$ cat config.mk
export PLATFORM = sky130hd
export DESIGN_NAME = md_seq_flat
export DESIGN_NICKNAME = d
export VERILOG_FILES = /design/src/rtl/md_seq_pkg.sv /design/src/rtl/md_seq_if.sv /design/src/rtl/md_negate.sv /design/src/rtl/md_seq.sv /design/src/flat_wrapper.sv
export SDC_FILE = /design/constraint.sdc
export NUM_CORES = 1
export LEC_CHECK = 0
export BUFFER_PORTS_ARGS = -buffer_cell sky130_fd_sc_hd__buf_2
export CAP_MARGIN = 20
export CORE_MARGIN = 4
export CORE_UTILIZATION = 45
export CTS_BUF_LIST = sky130_fd_sc_hd__clkbuf_4 sky130_fd_sc_hd__clkbuf_8
export DETAILED_ROUTE_END_ITERATION = 10
export GPL_TIMING_DRIVEN = 1
export PLACE_DENSITY_LB_ADDON = 0.3
export SYNTH_ARGS = -nofsm -noshare
export SYNTH_HDL_FRONTEND = slang
export SYNTH_SLANG_ARGS = --single-unit
$ cat constraint.sdc
create_clock -name clk -period 4.97 [get_ports clk]
set_clock_uncertainty 0.2 [all_clocks]
set_input_delay 0.2485 -clock clk [delete_from_list [all_inputs] [get_ports clk]]
set_output_delay 0.2485 -clock clk [all_outputs]
set_load 0.01 [all_outputs]
$ cat src/rtl/md_seq_pkg.sv
// Shared definitions for the multiply/divide sequencer.
// Contents: operation codes, FSM state encodings, valid/invalid flags,
// and small helpers that decode the operation code.
package md_seq_pkg;

  localparam int MD_WIDTH = 32;
  localparam int MD_CNT_W = 5;

  // Operation codes presented on md_op.
  typedef enum logic [1:0] {
    MD_MULT  = 2'd0,
    MD_MULTU = 2'd1,
    MD_DIV   = 2'd2,
    MD_DIVU  = 2'd3
  } md_op_e;

  // Sequencer states.
  typedef enum logic [1:0] {
    S_IDLE = 2'd0,
    S_ITER = 2'd1,
    S_FIX  = 2'd2,
    S_DONE = 2'd3
  } md_state_e;

  localparam logic VALID   = 1'b1;
  localparam logic INVALID = 1'b0;

  // Divide ops have the upper op-code bit set.
  function automatic logic op_is_div(input logic [1:0] op);
    return op[1];
  endfunction

  // Signed ops (mult, div) have the lower op-code bit clear.
  function automatic logic op_is_signed(input logic [1:0] op);
    return ~op[0];
  endfunction

endpackage

$ cat src/rtl/md_seq_if.sv
// Request/result bundle between the EX stage and the multiply/divide
// sequencer.
// Signals:
//   start, md_op, regaData, regbData, cancel : request side (driven by master)
//   busy, stall, done, whi, wlo, wHiData, wLoData : status/result (driven by slave)
interface md_seq_if #(
  parameter int WIDTH = 32
) ();

  logic             start;
  logic [1:0]       md_op;
  logic [WIDTH-1:0] regaData;
  logic [WIDTH-1:0] regbData;
  logic             cancel;
  logic             busy;
  logic             stall;
  logic             done;
  logic             whi;
  logic             wlo;
  logic [WIDTH-1:0] wHiData;
  logic [WIDTH-1:0] wLoData;

  modport master (
    output start, md_op, regaData, regbData, cancel,
    input  busy, stall, done, whi, wlo, wHiData, wLoData
  );

  modport slave (
    input  start, md_op, regaData, regbData, cancel,
    output busy, stall, done, whi, wlo, wHiData, wLoData
  );

endinterface

$ cat src/rtl/md_negate.sv
// Conditional two's-complement negation.
// Ports:
//   val_i : input value
//   en_i  : 1 = output -val_i, 0 = pass val_i through
//   val_o : result (same width, wraps for the most negative value)
module md_negate
  import md_seq_pkg::*;
#(
  parameter int W = 2 * MD_WIDTH
) (
  input  logic [W-1:0] val_i,
  input  logic         en_i,
  output logic [W-1:0] val_o
);

  assign val_o = en_i ? (~val_i + {{(W-1){1'b0}}, 1'b1}) : val_i;

endmodule

$ cat src/rtl/md_seq.sv
// Multi-cycle multiply/divide sequencer.
// A radix-2 engine runs 32 shift-add (multiply) or restoring-divide steps
// on operand magnitudes, then a FIX cycle applies the result signs and
// loads the HI/LO result registers. DONE raises done/whi/wlo for one cycle.
// Ports:
//   clk  : rising-edge clock
//   rst  : asynchronous active-low reset
//   bus  : request/result bundle (slave side), see md_seq_if
module md_seq
  import md_seq_pkg::*;
#(
  parameter int WIDTH = MD_WIDTH,
  parameter int CNT_W = MD_CNT_W
) (
  input logic   clk,
  input logic   rst,
  md_seq_if.slave bus
);

  localparam int               DW       = 2 * WIDTH;
  localparam logic [CNT_W-1:0] CNT_LAST = {CNT_W{1'b1}};
  localparam logic [CNT_W-1:0] CNT_ONE  = {{(CNT_W-1){1'b0}}, 1'b1};

  md_state_e        state_q, state_d;
  // acc holds {HI,LO} for multiply and {rem,quot} for divide.
  logic [DW-1:0]    acc_q, acc_d;
  // Multiplicand magnitude or divisor magnitude.
  logic [WIDTH-1:0] opb_q, opb_d;
  logic [CNT_W-1:0] cnt_q, cnt_d;
  logic             sign_a_q, sign_a_d;
  logic             sign_b_q, sign_b_d;
  logic             is_div_q, is_div_d;
  logic [WIDTH-1:0] hi_q, hi_d;
  logic [WIDTH-1:0] lo_q, lo_d;

  // Request decode at capture time.
  logic             cap_div_s;
  logic             cap_signed_s;
  logic             cap_sign_a_s;
  logic             cap_sign_b_s;
  logic             cap_divzero_s;
  logic [WIDTH-1:0] mag_a_s;
  logic [WIDTH-1:0] mag_b_s;

  assign cap_div_s     = op_is_div(bus.md_op);
  assign cap_signed_s  = op_is_signed(bus.md_op);
  assign cap_sign_a_s  = cap_signed_s & bus.regaData[WIDTH-1];
  assign cap_sign_b_s  = cap_signed_s & bus.regbData[WIDTH-1];
  assign cap_divzero_s = cap_div_s & (bus.regbData == {WIDTH{1'b0}});

  md_negate #(.W(WIDTH)) u_mag_a (
    .val_i (bus.regaData),
    .en_i  (cap_sign_a_s),
    .val_o (mag_a_s)
  );

  md_negate #(.W(WIDTH)) u_mag_b (
    .val_i (bus.regbData),
    .en_i  (cap_sign_b_s),
    .val_o (mag_b_s)
  );

  // One iteration step of each engine.
  logic [WIDTH-1:0] acc_hi_s;
  logic [WIDTH-1:0] acc_lo_s;
  logic [WIDTH:0]   mul_sum_s;
  logic [DW-1:0]    mul_next_s;
  logic [WIDTH:0]   rem_sh_s;
  logic [WIDTH:0]   div_diff_s;
  logic             div_take_s;
  logic [DW-1:0]    div_next_s;

  assign acc_hi_s = acc_q[DW-1:WIDTH];
  assign acc_lo_s = acc_q[WIDTH-1:0];

  // Add multiplicand into the upper half when the multiplier LSB is set,
  // then shift the whole accumulator right by one (carry enters the top).
  assign mul_sum_s  = {1'b0, acc_hi_s} +
                      (acc_lo_s[0] ? {1'b0, opb_q} : {(WIDTH+1){1'b0}});
  assign mul_next_s = {mul_sum_s, acc_lo_s[WIDTH-1:1]};

  // Restoring divide: the shifted remainder can reach WIDTH+1 bits; when
  // its top bit is set it always exceeds the divisor, so no borrow occurs
  // and the low WIDTH bits of the difference are the true new remainder.
  assign rem_sh_s   = {acc_hi_s, acc_lo_s[WIDTH-1]};
  assign div_diff_s = {1'b0, rem_sh_s[WIDTH-1:0]} - {1'b0, opb_q};
  assign div_take_s = rem_sh_s[WIDTH] | ~div_diff_s[WIDTH];
  assign div_next_s = div_take_s ?
                      {div_diff_s[WIDTH-1:0], acc_lo_s[WIDTH-2:0], 1'b1} :
                      {rem_sh_s[WIDTH-1:0],   acc_lo_s[WIDTH-2:0], 1'b0};

  // Sign fix-up of the finished magnitudes.
  logic [DW-1:0]    prod_fix_s;
  logic [WIDTH-1:0] quot_fix_s;
  logic [WIDTH-1:0] rem_fix_s;

  md_negate #(.W(DW)) u_fix_prod (
    .val_i (acc_q),
    .en_i  (~is_div_q & (sign_a_q ^ sign_b_q)),
    .val_o (prod_fix_s)
  );

  md_negate #(.W(WIDTH)) u_fix_quot (
    .val_i (acc_lo_s),
    .en_i  (is_div_q & (sign_a_q ^ sign_b_q)),
    .val_o (quot_fix_s)
  );

  // Remainder takes the sign of the dividend.
  md_negate #(.W(WIDTH)) u_fix_rem (
    .val_i (acc_hi_s),
    .en_i  (is_div_q & sign_a_q),
    .val_o (rem_fix_s)
  );

  // State and datapath registers.
  always_ff @(posedge clk or negedge rst) begin
    if (!rst) begin
      state_q  <= S_IDLE;
      acc_q    <= {DW{1'b0}};
      opb_q    <= {WIDTH{1'b0}};
      cnt_q    <= {CNT_W{1'b0}};
      sign_a_q <= 1'b0;
      sign_b_q <= 1'b0;
      is_div_q <= 1'b0;
      hi_q     <= {WIDTH{1'b0}};
      lo_q     <= {WIDTH{1'b0}};
    end else begin
      state_q  <= state_d;
      acc_q    <= acc_d;
      opb_q    <= opb_d;
      cnt_q    <= cnt_d;
      sign_a_q <= sign_a_d;
      sign_b_q <= sign_b_d;
      is_div_q <= is_div_d;
      hi_q     <= hi_d;
      lo_q     <= lo_d;
    end
  end

  // Next-state and datapath update.
  always_comb begin
    state_d  = state_q;
    acc_d    = acc_q;
    opb_d    = opb_q;
    cnt_d    = cnt_q;
    sign_a_d = sign_a_q;
    sign_b_d = sign_b_q;
    is_div_d = is_div_q;
    hi_d     = hi_q;
    lo_d     = lo_q;

    case (state_q)
      S_IDLE, S_DONE: begin
        if (bus.start) begin
          sign_a_d = cap_sign_a_s;
          sign_b_d = cap_sign_b_s;
          is_div_d = cap_div_s;
          cnt_d    = {CNT_W{1'b0}};
          if (cap_div_s) begin
            acc_d = {{WIDTH{1'b0}}, mag_a_s};
            opb_d = mag_b_s;
          end else begin
            acc_d = {{WIDTH{1'b0}}, mag_b_s};
            opb_d = mag_a_s;
          end
          if (cap_divzero_s) begin
            // Divide by zero skips the engine: HI=raw A, LO=all ones.
            hi_d    = bus.regaData;
            lo_d    = {WIDTH{1'b1}};
            state_d = S_DONE;
          end else begin
            state_d = S_ITER;
          end
        end else begin
          state_d = S_IDLE;
        end
      end

      S_ITER: begin
        if (bus.cancel) begin
          state_d = S_IDLE;
        end else begin
          acc_d = is_div_q ? div_next_s : mul_next_s;
          cnt_d = cnt_q + CNT_ONE;
          if (cnt_q == CNT_LAST) begin
            state_d = S_FIX;
          end else begin
            state_d = S_ITER;
          end
        end
      end

      S_FIX: begin
        if (bus.cancel) begin
          state_d = S_IDLE;
        end else begin
          if (is_div_q) begin
            hi_d = rem_fix_s;
            lo_d = quot_fix_s;
          end else begin
            hi_d = prod_fix_s[DW-1:WIDTH];
            lo_d = prod_fix_s[WIDTH-1:0];
          end
          state_d = S_DONE;
        end
      end

      default: begin
        state_d = S_IDLE;
      end
    endcase
  end

  // Status outputs decoded from state; stall also covers the accept cycle.
  logic accept_s;
  assign accept_s    = (state_q == S_IDLE) | (state_q == S_DONE);
  assign bus.busy    = ((state_q == S_ITER) | (state_q == S_FIX)) ? VALID : INVALID;
  assign bus.done    = (state_q == S_DONE) ? VALID : INVALID;
  assign bus.whi     = bus.done;
  assign bus.wlo     = bus.done;
  assign bus.stall   = rst & (bus.busy | (bus.start & accept_s));
  assign bus.wHiData = hi_q;
  assign bus.wLoData = lo_q;

endmodule

$ cat src/flat_wrapper.sv
// flat-port wrapper written by rule: the top's interface ports become plain ports
module md_seq_flat import md_seq_pkg::*;
#(
  parameter int WIDTH = MD_WIDTH,
  parameter int CNT_W = MD_CNT_W
)
  (clk, rst, bus_start, bus_md_op, bus_regaData, bus_regbData, bus_cancel, bus_busy, bus_stall, bus_done, bus_whi, bus_wlo, bus_wHiData, bus_wLoData);
  md_seq_if #(.WIDTH(WIDTH)) bus_i ();
  input logic clk;
  input logic rst;
  input wire logic [$bits(bus_i.start)-1:0] bus_start;
  input wire logic [$bits(bus_i.md_op)-1:0] bus_md_op;
  input wire logic [$bits(bus_i.regaData)-1:0] bus_regaData;
  input wire logic [$bits(bus_i.regbData)-1:0] bus_regbData;
  input wire logic [$bits(bus_i.cancel)-1:0] bus_cancel;
  output wire logic [$bits(bus_i.busy)-1:0] bus_busy;
  output wire logic [$bits(bus_i.stall)-1:0] bus_stall;
  output wire logic [$bits(bus_i.done)-1:0] bus_done;
  output wire logic [$bits(bus_i.whi)-1:0] bus_whi;
  output wire logic [$bits(bus_i.wlo)-1:0] bus_wlo;
  output wire logic [$bits(bus_i.wHiData)-1:0] bus_wHiData;
  output wire logic [$bits(bus_i.wLoData)-1:0] bus_wLoData;
  assign bus_i.start = bus_start;
  assign bus_i.md_op = bus_md_op;
  assign bus_i.regaData = bus_regaData;
  assign bus_i.regbData = bus_regbData;
  assign bus_i.cancel = bus_cancel;
  assign bus_busy = bus_i.busy;
  assign bus_stall = bus_i.stall;
  assign bus_done = bus_i.done;
  assign bus_whi = bus_i.whi;
  assign bus_wlo = bus_i.wlo;
  assign bus_wHiData = bus_i.wHiData;
  assign bus_wLoData = bus_i.wLoData;
  md_seq #(.WIDTH(WIDTH), .CNT_W(CNT_W)) u_core (.clk(clk), .rst(rst), .bus(bus_i));
endmodule
==> results of run 1 <==
state kept, by name, indices dropped and copies added, names as in the netlist:
register,flops
u_core.bus.wHiData,32
u_core.is_div_q,1
u_core.cnt_q,5
u_core.sign_b_q,1
u_core.bus.wLoData,32
u_core.sign_a_q,1
u_core.state_q,2
u_core.acc_q,64
u_core.opb_q,32
Yosys cell counts, drive strengths merged, types with 15 or more instances:
master	instances	area [um^2]
a31oi	53	332
nor2b	15	93.8
ha	73	913
nand3	31	160
a21oi	199	996
xor2	64	561
o211ai	17	128
nand2	160	601
a211oi	32	245
o31ai	26	195
mux2i	26	260
a21o	40	300
buf	24	143
nand2b	18	113
mux2	25	282
nor3	41	231
nor2	221	830
o21ai	179	896
inv	66	248
xnor2	109	955
nor4	16	100
clkbuf	90	338
or3	15	98.8
o21a	18	135
dfrtp	170	4250
per-layer routing:
metal  vias to the layer above  GRT usage
met5                         -          0
met4                         0      0.107
met3                       101     0.0352
met2                       570      0.428
met1                      7030      0.368
li1                       7046          -
power by group through the flow:
stage,clock network [uW],logic (uW),registers (uW)
detailed placement,0,4670,2230
global placement,0,4610,2210
floorplan,0,3650,2010
finish,1070,4810,2230
global route,1140,5300,2270
CTS,1080,4730,2200
layout make-up:
type                       count  area (um^2)
multi-input combinational   1548         9920
tap                          442          553
timing repair buffer         194         1230
inverter                      67          251
clock inverter                14          173
clock buffer                  17          234
sequential                   170         4260
fill                        3221        15900
worst max-delay path, delay by kind of cell, from the launching register on:
| kind | cells | cell delay, ns |
|---|---|---|
| simple gates | 2 | 0.42 |
| buf+inv | 2 | 0.45 |
| compound gates | 7 | 2.01 |
| flops | 1 | 0.38 |
| fa+ha+maj | 2 | 0.63 |
worst paths after layout:
kind                                  startpoint                     to  slack (ns)  depth (start not counted)
max                             u_core.acc_q[31]       u_core.acc_q[35]        0.70                         13
min                              bus_regaData[3]  u_core.bus.wHiData[3]        0.03                          3
max reg2reg                     u_core.acc_q[31]       u_core.acc_q[35]        0.70                         13
min reg2reg                u_core.bus.wHiData[2]  u_core.bus.wHiData[2]        0.29                          2
max in group asynchronous                    rst        u_core.is_div_q        3.41                          3
min in group asynchronous                    rst  u_core.bus.wLoData[7]        0.10                          2
logic make-up after synthesis:
| group | Yosys count | synth area share |
|---|---|---|
| muxes | 51 | 0.0365 |
| buffers and inverters | 181 | 0.0493 |
| AOI/OAI and AO/OA | 641 | 0.263 |
| adders and majority gates | 75 | 0.0642 |
| and+or+nand+nor | 608 | 0.198 |
| DFF | 170 | 0.287 |
| xor gates and xnor gates | 173 | 0.102 |
through the flow:
step | instance area (um^2) | setup WS [ns]
final | 16600 | 0.703
after global routing | 16600 | 0.512
after CTS | 16600 | 0.824
after detailed placement | 15900 | 0.829
after global placement | 15900 | 0.940
after floorplan | 14800 | 1.58
repair_timing:
action / CTS / global route
hold endpoints to repair: 96 / 0
hold buffers: 32 / 0
buffers inserted: 0 / 0
==> impl_metrics.toml, run 1 <==
[place]
hpwl_um = 37000
finalWeightedCongestion = 0.964
port-buffer-count = 138
placed_cells = 2389

[sta]
rsz0062_at_grt = "false"
holdWs_ns = 0.0282
setup_viol = 0
slew_headroom = 0.336
finalMaxSlewViolations = 0
period_share = 0.859
min_period_ns = 4.27
fmax_mhz = 234
finalHoldViolCount = 0
max_slew.worst_pin.slew_ns = 0.996
tns_ns = 0

[route]
dr.pass1.iters = 5
drtAntennaViolNets = 0
wl_um = 49200
met1_length_um = 21600
drt_iter0_drc = 1420
route.detailed.drc = 0
route.met2.wl_um = 22600
wire_per_inst_um = 20.1
vias_per_cell = 6.01
vias = 14700
highest_layer = "met4"
wl_met3_um = 3150

[setup_path]
worstSetupEndpointType = "flip-flop"
cp_slowest_cell = "a211oi_1"
cp_max_fo = 46
crit_path_start_kind = "flip-flop"
cp.required_ns = 5.15
crit_arrival_ns = 4.44
critical_path_class = "reg -> reg"
max_stage_delay_ns = 0.55
crit_path_cell_trace = "inv_1 > ha_1 > fa_1 > nor2b_1 > o31ai_1 > a311oi_1 > o21ai_0 > a211oi_1 > o31ai_4 > buf_4 > nand2_1 > o211ai_1 > a32o_1"

[clock_tree]
path_clk_slew_ns = 0.10
insertion_delay_ns = 0.50
ctsLongestPathBuffers = 2
cts_buffers = 17
clockRootBuffer = "clkbuf_8"
cts.sinks = 170
htreeDepth = 4
cts_tree = "built"
cts-resized-gates = 0

[global_routing]
grt_usage = 0.267
grt_max_degree = 108
grt_overflow = 0
grt_antenna_before_repair = 0
grt_pass1_wl_um = 77400
grt_pass1_vias = 14100

[floorplanning]
dieHeight_um = 190
core_um2 = 32500
start_util = 0.456
die_x_um = 190
die-area_um2 = 36000
fp-row-count = 66
ios = 139

[worst_hold_path]
hp-class = "in -> reg"

[cells_and_area]
instances_no_fill = 2452
diodes = 0
fin_nets = 2143
syn_to_final_growth_pct = 12.0
final_common_cell = "nor2_1"
drive_above_1_share = 0.127
layout_common_cells = "nor2_1, a21oi_1, dfrtp_1, o21ai_0, nand2_1"
fin_util = 0.511

[synth]
ys_types = 80
yosysWarnings = 0
syn-mean-instance-area_um2 = 7.82
syn_inst = 1899
async_flop_share = 1.00
syn-num-nets = 2044
ys_ff_latch = 170
ys_seq_area_frac = 0.287
syn_area_um2 = 14800
synth-edff-count = 0
synth_flop_cell = "dfrtp_1"

[power]
leakage_uw = 0.00747
sequentialPowerShare = 0.275
p_sw_uw = 3970
power_density_nw_per_um2 = 488
irDropWorstVdd_mv = 0.276
clkPwrFrac = 0.132
pwr-share-comb = 0.593
p_int_uw = 4140
power_uw = 8110
swShare = 0.490

[job]
drv_cap = 0

[status]
status = "completed"
(Power assumes the default switching activity.)
==> inputs of run 2 (changes only) <==
==> constraint.sdc (replaced) <==
create_clock -name clk -period 4.97 [get_ports clk]
set_clock_uncertainty 0.2 [all_clocks]
set_input_delay 0.497 -clock clk [delete_from_list [all_inputs] [get_ports clk]]
set_output_delay 0.497 -clock clk [all_outputs]
set_load 0.01 [all_outputs]
==> run 2 against run 1 <==
Net effect: core utilization decreased by 0.79 points; non-clock buffer count decreased by 31; via count decreased by 1.4%; critical path depth unchanged; clock-buffer cell count increased by 3; design area decreased by 1.5%; critical endpoint is now u_core.acc_q[39]; highest routed layer unchanged.
==> impl_metrics.toml, run 2 (synthesis gave the netlist of run 1 again) <==
[sta]
period_share = 0.836
finalMaxSlewViolations = 0
rsz0062_at_grt = "false"
finalHoldViolCount = 0
fmax_mhz = 241
min_period_ns = 4.16
tns_ns = 0
max_slew.worst_pin.slew_ns = 1.02
setup_viol = 0
slew_headroom = 0.318

[cells_and_area]
largest_reg_flops = 64
fillCellCount = 3260
fin_nets = 2112
seq_area_um2 = 4260
drive_above_1_share = 0.129
final_common_cell = "nor2_1"
syn_to_final_growth_pct = 10.2
diodes = 0
layout_common_cells = "nor2_1, a21oi_1, dfrtp_1, o21ai_0, nand2_1"
multi_input_area_um2 = 9920
regMostFlops = "u_core.acc_q"

[floorplanning]
ios = 139
core_um2 = 32500
start_util = 0.456
fp-row-count = 66
die-area_um2 = 36000
dieHeight_um = 190
die_x_um = 190

[clock_tree]
cts_buffers = 17
insertion_delay_ns = 0.48
cts.sinks = 170
ctsLongestPathBuffers = 2
cts_setup_buffers = 0
htreeDepth = 4
cts-resized-gates = 0
cts_hold_buf = 1
path_clk_slew_ns = 0.09
cts_tree = "built"
clockRootBuffer = "clkbuf_8"

[place]
hpwl_um = 36600
port-buffer-count = 138
finalWeightedCongestion = 1.01

[route]
vias_per_cell = 6.01
drtAntennaViolNets = 0
wire_per_inst_um = 19.9
wl_um = 48100
vias = 14500
dr.pass1.iters = 6
drt_iter0_drc = 1433
route.detailed.drc = 0

[setup_path]
cp_slowest_cell = "a211oi_1"
max_stage_delay_ns = 0.53
r2r_slack_ns = 0.81
crit_path_cell_trace = "inv_1 > ha_1 > fa_1 > nor2b_1 > o31ai_1 > a311oi_1 > o21ai_0 > a211oi_1 > o31ai_4 > buf_4 > nand2_1 > o211ai_1 > a32o_1"
worst_r2r_path_depth = 13
cp_max_fo = 48
crit_path_start_kind = "flip-flop"
crit_buf_inv = 2
critical_path_class = "reg -> reg"
crit_arrival_ns = 4.33
worstSetupEndpointType = "flip-flop"
crit_family = "compound AO/OA/AOI/OAI gates"
rr_startpoint = "u_core.acc_q[31]"
cp.required_ns = 5.14
r2r_end = "u_core.acc_q[39]"

[global_routing]
grt_pass1_vias = 13600
grt_antenna_before_repair = 0
grt_pass1_wl_um = 75800
grt_usage = 0.262
grt_max_degree = 107
grt_overflow = 0

[power]
irDropWorstVdd_mv = 0.308
power_uw = 8170
leakage_uw = 0.00738
power_density_nw_per_um2 = 499

[worst_hold_path]
hp-class = "in -> reg"
holdPathStages = 2
min_from = "bus_cancel"
min_to = "u_core.state_q[0]"

[job]
drv_cap = 0

[status]
status = "completed"
run 2: cell count changes in the layout (fill, tap and decap cells not counted), sizes merged:
cell,change
bufinv,+3
clkbuf,+3
clkinv,-3
clkinvlp,-2
dlygate4sd3,-31
inv,-1
run 2: worst max path at each step:
stage,end,cells after the start,start
finish,u_core.acc_q[39],13,u_core.acc_q[31]
global route,u_core.acc_q[56],13,u_core.acc_q[0]
CTS,u_core.acc_q[52],13,u_core.acc_q[31]
detailed placement,u_core.bus.wHiData[6],10,bus_regbData[7]
global placement,u_core.bus.wHiData[6],10,bus_regbData[7]
floorplan,u_core.acc_q[42],13,u_core.acc_q[48]
run 2: cell type report:
class,instances,area share
multi-input combinational,1548,0.606
sequential,170,0.260
timing repair buffer,163,0.0550
tap,442,0.0338
clock buffer,20,0.0164
inverter,67,0.0154
clock inverter,11,0.0132
run 2: stage by stage:
step | worst slack [ns] | area [um^2] | hold WS [ns] | util | instances
after global routing | 0.589 | 16400 | 0.0782 | 0.503 | 2421
after floorplan | 1.58 | 14800 | 0.00141 | - | 1899
after CTS | 0.850 | 16400 | 0.0710 | 0.503 | 2421
after global placement | 0.776 | 15900 | 0.199 | 0.488 | 2389
after detailed placement | 0.752 | 15900 | 0.200 | 0.488 | 2389
final | 0.815 | 16400 | 0.100 | 0.503 | 2421
run 2: routing by layer:
metal	global-route usage	up-vias	routed length [um]
li1	-	6990	-
met1	0.358	6952	21100
met2	0.429	538	22400
met3	0.0376	65	3210
met4	0.0865	0	1360
met5	0	-	0
run 2: power by group:
part           leakage, uW  total [uW]  switching, uW  internal [uW]
clock network     0.000235        1230            554            679
registers          0.00220        2230            558           1670
logic              0.00495        4710           2760           1950
